--- config.mk ---
export PLATFORM = sky130hd
export DESIGN_NAME = xge_link_mgr
export DESIGN_NICKNAME = d
export VERILOG_FILES = /design/src/rtl/xge_link_mgr.sv
export SDC_FILE = /design/constraint.sdc
export NUM_CORES = 1
export LEC_CHECK = 0
export ABC_AREA = 1
export CAP_MARGIN = 20
export CORE_MARGIN = 2
export CORE_UTILIZATION = 35
export CTS_CLUSTER_SIZE = 10
export DETAILED_ROUTE_END_ITERATION = 16
export PLACE_DENSITY_LB_ADDON = 0.05
export SLEW_MARGIN = 20
export SYNTH_ARGS = -nofsm -noshare
export SYNTH_HDL_FRONTEND = slang
export SYNTH_SLANG_ARGS = --single-unit
--- constraint.sdc ---
create_clock -name host_clk -period 3.7 [get_ports host_clk]
set_input_delay 0.74 -clock host_clk [delete_from_list [all_inputs] [get_ports host_clk]]
set_output_delay 0.74 -clock host_clk [all_outputs]
set_load 0.05 [all_outputs]
--- src/rtl/xge_link_mgr.sv ---
// Link bring-up and supervision for one 10GbE MAC/XAUI port: sequences MAC reset,
// programs and read-back-verifies the MAC config words, then watches lane alignment.
module xge_link_mgr #(
  parameter logic [31:0] RX_CFG        = 32'h9000_0000,
  parameter logic [31:0] TX_CFG        = 32'h1000_0000,
  parameter int          RESET_HOLD    = 64,
  parameter int          ALIGN_TIMEOUT = 1_000_000,
  parameter int          LOSS_FILTER   = 16,
  parameter int          RD_LAT        = 1,
  parameter int          MAX_RETRY     = 3,
  parameter int          AUTO_RESET    = 1
) (
  input  logic        host_clk,
  input  logic        host_reset_n,
  input  logic        restart,
  input  logic        xaui_mgt_tx_ready,
  input  logic        xaui_align_status,
  output logic        mac_reset,
  output logic [1:0]  host_opcode,
  output logic [9:0]  host_addr,
  output logic [31:0] host_wr_data,
  input  logic [31:0] host_rd_data,
  output logic        host_miim_sel,
  output logic        host_req,
  output logic        link_up,
  output logic        cfg_fail,
  output logic [3:0]  retry_cnt,
  output logic [15:0] link_loss_cnt
);

  localparam logic [9:0]  ADDR_RX    = 10'h240;
  localparam logic [9:0]  ADDR_TX    = 10'h280;
  localparam logic [1:0]  OP_WR      = 2'b01;
  localparam logic [1:0]  OP_RD      = 2'b11;
  localparam logic [31:0] HOLD_LAST  = 32'(RESET_HOLD - 2);
  localparam logic [31:0] RD_LAST    = 32'(RD_LAT - 1);
  localparam logic [31:0] ALIGN_LAST = 32'(ALIGN_TIMEOUT - 1);
  localparam logic [31:0] LOSS_LAST  = 32'(LOSS_FILTER - 1);
  localparam logic [3:0]  RETRY_MAX  = 4'(MAX_RETRY);

  typedef enum logic [3:0] {
    ST_RST, ST_WAIT_TX, ST_HOLD, ST_WR_RX, ST_WR_TX, ST_RD_RX,
    ST_CHK_RX, ST_RD_TX, ST_CHK_TX, ST_WAIT_ALIGN, ST_UP, ST_FAIL
  } state_e;

  state_e      state_q, state_d;
  logic [31:0] cnt_q, cnt_d;
  logic [1:0]  tx_sync_q, tx_sync_d;
  logic [1:0]  align_sync_q, align_sync_d;
  logic [3:0]  retry_q, retry_d;
  logic [15:0] link_loss_q, link_loss_d;
  logic        mac_reset_q, mac_reset_d;
  logic [1:0]  opcode_q, opcode_d;
  logic [9:0]  addr_q, addr_d;
  logic [31:0] wr_data_q, wr_data_d;
  logic        link_up_q, link_up_d;
  logic        cfg_fail_q, cfg_fail_d;
  logic        attempt_fail;
  logic        tx_rdy_s;
  logic        align_s;

  assign tx_rdy_s = tx_sync_q[1];
  assign align_s  = align_sync_q[1];

  // Two-stage synchronisers for the XAUI status inputs
  always_comb begin
    tx_sync_d    = {tx_sync_q[0], xaui_mgt_tx_ready};
    align_sync_d = {align_sync_q[0], xaui_align_status};
  end

  // Next-state, per-state timer, retry and link-loss bookkeeping
  always_comb begin
    state_d      = state_q;
    cnt_d        = cnt_q + 32'd1;
    retry_d      = retry_q;
    link_loss_d  = link_loss_q;
    attempt_fail = 1'b0;
    case (state_q)
      ST_RST:     state_d = ST_WAIT_TX;
      ST_WAIT_TX: begin
        if (tx_rdy_s) state_d = ST_HOLD;
        else          state_d = ST_WAIT_TX;
      end
      ST_HOLD: begin
        if (!tx_rdy_s)               state_d = ST_WAIT_TX;
        else if (cnt_q == HOLD_LAST) state_d = ST_WR_RX;
        else                         state_d = ST_HOLD;
      end
      ST_WR_RX: state_d = ST_WR_TX;
      ST_WR_TX: state_d = ST_RD_RX;
      ST_RD_RX: state_d = ST_CHK_RX;
      ST_CHK_RX: begin
        if (cnt_q != RD_LAST)             state_d = ST_CHK_RX;
        else if (host_rd_data == RX_CFG)  state_d = ST_RD_TX;
        else                              attempt_fail = 1'b1;
      end
      ST_RD_TX: state_d = ST_CHK_TX;
      ST_CHK_TX: begin
        if (cnt_q != RD_LAST)             state_d = ST_CHK_TX;
        else if (host_rd_data == TX_CFG)  state_d = ST_WAIT_ALIGN;
        else                              attempt_fail = 1'b1;
      end
      ST_WAIT_ALIGN: begin
        if (align_s)                  state_d = ST_UP;
        else if (cnt_q == ALIGN_LAST) attempt_fail = 1'b1;
        else                          state_d = ST_WAIT_ALIGN;
      end
      ST_UP: begin
        // cnt_q doubles as the consecutive align-low counter here
        if (align_s) begin
          cnt_d = 32'd0;
        end else if (cnt_q == LOSS_LAST) begin
          link_loss_d = (link_loss_q == 16'hFFFF) ? link_loss_q : link_loss_q + 16'd1;
          state_d     = (AUTO_RESET != 0) ? ST_RST : ST_WAIT_ALIGN;
        end else begin
          state_d = ST_UP;
        end
      end
      ST_FAIL: state_d = ST_FAIL;
      default: state_d = ST_RST;
    endcase

    if (attempt_fail) begin
      retry_d = retry_q + 4'd1;
      state_d = (retry_d == RETRY_MAX) ? ST_FAIL : ST_RST;
    end else begin
      retry_d = (state_d == ST_UP) ? 4'd0 : retry_d;
    end

    if (restart) begin
      state_d = ST_RST;
      retry_d = 4'd0;
    end else begin
      state_d = state_d;
    end

    if (state_d != state_q) cnt_d = 32'd0;
    else                    cnt_d = cnt_d;
  end

  // Output decode from the next state so every output leaves a flop
  always_comb begin
    mac_reset_d = 1'b1;
    opcode_d    = OP_RD;
    addr_d      = 10'h000;
    wr_data_d   = 32'h0000_0000;
    link_up_d   = 1'b0;
    cfg_fail_d  = 1'b0;
    case (state_d)
      ST_WR_RX: begin
        mac_reset_d = 1'b0;
        opcode_d    = OP_WR;
        addr_d      = ADDR_RX;
        wr_data_d   = RX_CFG;
      end
      ST_WR_TX: begin
        mac_reset_d = 1'b0;
        opcode_d    = OP_WR;
        addr_d      = ADDR_TX;
        wr_data_d   = TX_CFG;
      end
      ST_RD_RX: begin
        mac_reset_d = 1'b0;
        addr_d      = ADDR_RX;
      end
      ST_RD_TX: begin
        mac_reset_d = 1'b0;
        addr_d      = ADDR_TX;
      end
      ST_CHK_RX, ST_CHK_TX, ST_WAIT_ALIGN: mac_reset_d = 1'b0;
      ST_UP: begin
        mac_reset_d = 1'b0;
        link_up_d   = 1'b1;
      end
      ST_FAIL: cfg_fail_d = 1'b1;
      default: mac_reset_d = 1'b1;
    endcase
  end

  // State and output registers
  always_ff @(posedge host_clk or negedge host_reset_n) begin
    if (!host_reset_n) begin
      state_q      <= ST_RST;
      cnt_q        <= 32'd0;
      tx_sync_q    <= 2'b00;
      align_sync_q <= 2'b00;
      retry_q      <= 4'd0;
      link_loss_q  <= 16'd0;
      mac_reset_q  <= 1'b1;
      opcode_q     <= OP_RD;
      addr_q       <= 10'h000;
      wr_data_q    <= 32'h0000_0000;
      link_up_q    <= 1'b0;
      cfg_fail_q   <= 1'b0;
    end else begin
      state_q      <= state_d;
      cnt_q        <= cnt_d;
      tx_sync_q    <= tx_sync_d;
      align_sync_q <= align_sync_d;
      retry_q      <= retry_d;
      link_loss_q  <= link_loss_d;
      mac_reset_q  <= mac_reset_d;
      opcode_q     <= opcode_d;
      addr_q       <= addr_d;
      wr_data_q    <= wr_data_d;
      link_up_q    <= link_up_d;
      cfg_fail_q   <= cfg_fail_d;
    end
  end

  assign mac_reset     = mac_reset_q;
  assign host_opcode   = opcode_q;
  assign host_addr     = addr_q;
  assign host_wr_data  = wr_data_q;
  assign host_miim_sel = 1'b0;
  assign host_req      = 1'b0;
  assign link_up       = link_up_q;
  assign cfg_fail      = cfg_fail_q;
  assign retry_cnt     = retry_q;
  assign link_loss_cnt = link_loss_q;

endmodule
=== Word-level counts from Yosys, hierarchy flattened ===
Index checks and enable logic that the tools add are counted.

* Register bits: 107
* Input bits: 37
* Output and inout bits: 69

* Add/subtract/negate cells: 3
* Eq/ne operators: 29
* Mux-type cells: 34
* Bitwise gates (word level): 2
* Reduce and logical (&&, ||, !) cells: 8

{| class="wikitable"
|+ Operators by type and width
! kind !! count
|-
| 32-bit 2-to-1 mux || 3
|-
| 32-bit case mux with 2 select lines || 1
|-
| 4-bit 2-to-1 mux || 14
|-
| 4-bit case mux with 12 select lines || 1
|-
| 4-bit == test, second input constant || 9
|-
| 32-bit by 1-bit adder with 32-bit output, second input constant || 1
|-
| 32-bit by 20-bit == test with 1-bit output, second input constant || 1
|-
| 32-bit by 29-bit == test with 1-bit output, second input constant || 1
|-
| 32-bit == test, second input constant || 1
|-
| 32-bit by 4-bit == test with 1-bit output, second input constant || 1
|-
| 32-bit by 6-bit == test with 1-bit output, second input constant || 1
|-
| 4-bit by 3-bit == test with 1-bit output, second input constant || 8
|-
| 32-bit nonzero test || 1
|-
| 10-bit case mux with 2 select lines || 1
|-
| 16-bit by 1-bit adder with 16-bit output, second input constant || 1
|-
| 16-bit == test, second input constant || 1
|-
| 4-bit by 2-bit == test with 1-bit output, second input constant || 4
|-
| 1-bit 2-to-1 mux || 10
|-
| 8-bit OR reduction || 1
|-
| 2-bit 2-to-1 mux || 3
|-
| 2-bit OR reduction || 3
|-
| 4-bit by 1-bit adder with 4-bit output, second input constant || 1
|-
| 4-bit by 1-bit == test with 1-bit output, second input constant || 1
|-
| 4-bit zero test || 1
|-
| other kinds (5) || 6
|}

=== Longest topological paths before layout ===
* Word-level depth: 9
* Gate-level depth with buffers: 18
* Gate-level depth less buffers: 17

=== Worst setup path before layout ===
Ideal clock, no wire load.

* Path kind: input port to flip-flop
* Start point: input port host_rd_data[0]
* End point: register cnt_q[12]
* Setup time: 0.069 ns
* Data arrival time: 2.239 ns
* Required time: 3.631 ns
* Path slack: 1.392 ns
* Cell stages on the path: 16
* Buffers on the path: 1
* Cell sequence: inv_1 -> nand2_1 -> nor2_1 -> nand2_1 -> nor2_2 -> nand2_1 -> nand3_4 -> nand4_2 -> inv_2 -> nand2_4 -> nand2_1 -> nand2_2 -> nor2_4 -> nand2_4 -> buf_12 -> nor2_4

* Word-level cells in the longest chain between the ends: 8
* Elaborated cells between the ends (all ways): 16
* Classes of those cells: eq/ne: 3; mux: 13

{| class="wikitable"
|+ RTL lines
! item !! line !! text
|-
| from (decl) || 22 || <nowiki>input logic [31:0] host_rd_data,</nowiki>
|-
| 32-bit by 29-bit == test with 1-bit output / 32-bit == test (equally long branches) || 100, 94 ||
|-
| 4-bit 2-to-1 mux, or another cell as far along || 100 || <nowiki>else if (host_rd_data == TX_CFG) state_d = ST_WAIT_ALIGN;</nowiki>
|-
| 4-bit 2-to-1 mux, or another cell as far along || 99 || <nowiki>if (cnt_q != RD_LAST) state_d = ST_CHK_TX;</nowiki>
|-
| 4-bit case mux with 12 select lines / 1-bit case mux with 3 select lines (equally long branches) || 78 || <nowiki>case (state_q)</nowiki>
|-
| 4-bit 2-to-1 mux * || 123 || <nowiki>if (attempt_fail) begin</nowiki>
|-
| 4-bit 2-to-1 mux * || 130 || <nowiki>if (restart) begin</nowiki>
|-
| 4-bit != test * || 137 || <nowiki>if (state_d != state_q) cnt_d = 32'd0;</nowiki>
|-
| 32-bit 2-to-1 mux * || 137 ||
|-
| named net cnt_d[12] || 47 || <nowiki>logic [31:0] cnt_q, cnt_d;</nowiki>
|-
| to (signal assigned) || 197 || <nowiki>cnt_q <= cnt_d;</nowiki>
|-
| to (decl) || 47 ||
|}

Mark *: on every way through the listed nets, which the timed path passes. The rest lies on a longest branch.
A chain may end at the register's enable or synchronous reset.

=== Worst setup path after layout ===
* Start point: input port host_rd_data[16]
* End point: register cnt_q[0]

Same word-level chain as after synthesis.

==> impl_metrics.env <==
export IMPL_min_delay_path_class="flop to flop"
export IMPL_crit_path_end_kind="flop"
export IMPL_postSynth_asyncResetShare=1.00
export IMPL_floorplan_die_width_um=122
export IMPL_drv_max_cap_violation_count=0
export IMPL_synth_simple_gate_area_frac=0.391
export IMPL_power_leakage_nw=2.74
export IMPL_setup_viol=0
export IMPL_synth_adder_area_share=0.0155
export IMPL_fin_nets=735
export IMPL_post_route_min_period_ps=2830
export IMPL_detail_route_drc_violations=0
export IMPL_chipHeight_um=122
export IMPL_seqPwrFrac=0.351
export IMPL_critical_path_class="primary input to flop"
export IMPL_globalRouteOverflowTotal=0
export IMPL_postSynthCellCount=622
export IMPL_routed_via_count=3817
export IMPL_synth_sequential_area_ratio=0.356
export IMPL_synthesis_yosys_warnings=0
export IMPL_crit_path_cell_trace="clkdlybuf4s50_1, inv_1, nand2_1, nor2_1, nand2_1, nor2_1, nand2_1, nand3_4, nand4_2, inv_2, nand3_2, nand2_2, nor2_4, nand2_4, buf_4, nor2_1"
export IMPL_worst_ep_arrival_time_ps=3030
export IMPL_worst_r2r_setup_slack_ps=1060
export IMPL_wire_per_inst_um=11.3
export IMPL_synth_xor_area_frac=0.0397
export IMPL_drv_slew=0
export IMPL_period_share=0.765
export IMPL_clock_transition_at_path_regs_ps=60
export IMPL_rsz0062_at_grt="false"
export IMPL_tritoncts="done"
export IMPL_fillCellCount=1345
export IMPL_peakVddDrop_uv=261
export IMPL_drt_wl_total_um=9930
export IMPL_synthesis_area_um2=4860
export IMPL_core_area_um2=13700
export IMPL_cts_hold_fix_buffers=0
export IMPL_area_delta_synth_final_pct=20.7
export IMPL_synth_top_flop_cell="dfrtp_1"
export IMPL_crit_family="simple AND/OR/NAND/NOR gates"
export IMPL_netlist_top_cells_count="114 x nand2_1, 89 x inv_1, 76 x nor2_1"
export IMPL_dominant_combinational_cell_family_by_area_after_synthesis="simple AND/OR/NAND/NOR gates"
export IMPL_cts_setup_buffers=0
export IMPL_worstSkewPairLatency_ps=340
export IMPL_cts_made_buffers=9
export IMPL_detailed_place_area_um2=5510
export IMPL_ctsResizeCount=0
export IMPL_slowest_stage="buf_4"
export IMPL_netlist_area_leader_share=0.345
export IMPL_max_clock_freq_mhz=353
export IMPL_power_clock_fraction=0.439
export IMPL_dp_hpwl_um=7540
export IMPL_final_layout_size_suffix_gt1_frac=0.148
export IMPL_gr_usage_all_layers=0.145
export IMPL_cp_required_ps=3900
export IMPL_cts_root_buf="clkbuf_16"
export IMPL_antenna_cells_inserted=0
export IMPL_yosys_cell_count_top_type="nand2_1"
export IMPL_dieArea_um2=14800
export IMPL_critical_path_max_fanout=20
export IMPL_yosysUniqueCellTypes=40
export IMPL_postLayoutCellArea_um2=5860
export IMPL_worst_case_headroom_to_the_max_slew_limit=0.419
export IMPL_synth_seq_cells=69
export IMPL_start_kind="primary input"
export IMPL_yosysTopAreaCell="dfrtp_1"
export IMPL_internal_power_mw=1.59
export IMPL_synth_compound_area_share=0.0453
export IMPL_ctsHtreeMaxLevel=3
export IMPL_final_antenna_net_count=0
export IMPL_io_pins=106
export IMPL_critical_path_max_stage_delay_ps=470
export IMPL_antenna_violations_before_repair=0
export IMPL_finalClockSkew_ps=3.53
export IMPL_power_switching_uw=703
export IMPL_timing_worst_slew_pin_value_ps=872
export IMPL_grt_first_pass_wirelength_um=16900
export IMPL_drt_first_pass_iters=4
export IMPL_setup_total_neg_slack_ps=0
export IMPL_core_rowCount=43
export IMPL_synth_enable_flop_cells=0
export IMPL_grt_start_max_net_pins=70
export IMPL_hold_viol_final=0
export IMPL_critPathBufInv=4
export IMPL_clock_sinks=69
export IMPL_comb_power_share=0.210
export IMPL_power_per_cell_area_nw_per_um2=392
export IMPL_synthTopCellsByArea="dfrtp_1 35%, nand2_1 8.8%, nor2_4 8.3%"
export IMPL_detail_route_iter0_violations=194
export IMPL_synthesis_area_per_instance_um2=7.81
export IMPL_vias_in_the_first_global_route=3629
export IMPL_drt_vias_per_instance=4.35
export IMPL_initial_utilization=0.354
export IMPL_status="complete, no violations"
export IMPL_clockBufferDepth=2
export IMPL_synthMuxAreaShare=0
export IMPL_p_sw_frac=0.306
export IMPL_routabilityCongestion=0.847
export IMPL_place_port_buffers=65
==> through the flow <==
stage               total power [mW]  utilization  instances  hold slack, ps  setup slack (ps)
finish                          2.30        0.427        877             350               870
global route                    2.41        0.427        877             369               615
CTS                             2.34        0.427        877             356               854
detailed placement              1.31        0.402        861             337               489
global placement                1.30        0.402        861             338               559
floorplan                       1.25            -        660             331              1390
==> cells by family after synthesis <==
kind of cell | after synthesis
simple gates | 346
flops | 69
buf+inv | 141
xor+xnor | 22
fa+ha+maj | 6
compound gates | 36
other cells | 2
==> layer usage <==
metal  vias up  track usage  share of wire
li1       2006            -              -
met1      1738        0.180           0.47
met5         -            0              0
met3        11       0.0449          0.038
met2        62        0.240           0.48
met4         0       0.0481          0.013
==> worst reg2reg max path, stage by stage (launching register included) <==
cell     delay, ps
dfrtp_1        370
ha_1           230
nand3_2        140
nor2_1         130
nand2_1         70
nor2_2         210
nor2_1          80
nor2_2         130
nand4_2        190
nand3_2        140
nand2_1         50
nand2_1        100
nor2_4          60
nand2_4         50
buf_4          470
nor2_1          90
==> cells in the final DEF (no fill, tap or decap), types with 10 or more instances in the layout <==
| cell type | Yosys | final |
|---|---|---|
| nand2_1 | 114 | 113 |
| inv_1 | 89 | 89 |
| nor2_1 | 76 | 76 |
| dfrtp_1 | 67 | 67 |
| clkdlybuf4s50_1 | 0 | 64 |
| nand3_1 | 46 | 46 |
| conb_1 | 2 | 40 |
| nor2_4 | 36 | 36 |
| xor2_1 | 17 | 17 |
| nor3_1 | 16 | 16 |
| nand2_2 | 12 | 13 |
| o21ai_0 | 12 | 12 |
| a21oi_1 | 10 | 10 |
==> path summary, 6_finish.rpt <==
check,startpoint,to,cells past startpoint
setup / recovery,host_rd_data[16],cnt_q[0],16
hold / removal,tx_sync_q[0],tx_sync_q[1],0
setup reg to reg,cnt_q[0],cnt_q[0],15
hold reg to reg,tx_sync_q[0],tx_sync_q[1],0
max in group asynchronous,host_reset_n,cnt_q[19],2
min in group asynchronous,host_reset_n,retry_cnt[0],2
==> state kept, by name, summed over array words and instances, names as in the netlist, 2 cells and up <==
signal         flops
host_wr_data       2
cnt_q             32
state_q            4
host_addr          3
align_sync_q       2
retry_cnt          4
link_loss_cnt     16
tx_sync_q          2
==> power groups by stage <==
| stage | Combinational (mW) | Sequential (mW) | Clock (mW) |
|---|---|---|---|
| floorplan | 0.404 | 0.847 | 0 |
| detailed placement | 0.488 | 0.819 | 0 |
| global route | 0.528 | 0.809 | 1.08 |
| global placement | 0.484 | 0.819 | 0 |
| CTS | 0.489 | 0.805 | 1.04 |
| finish | 0.482 | 0.805 | 1.01 |
==> final cells by class <==
cell class / count / area (um2) / area share
clock buffers: 11 / 243 / 0.0414
repair buffers: 68 / 668 / 0.114
multi-input cells: 450 / 2540 / 0.433
inverters: 94 / 353 / 0.0602
well taps: 180 / 225 / 0.0384
flip-flops and latches: 69 / 1730 / 0.295
clock inverters: 5 / 106 / 0.0181
(Power assumes the default switching activity.)
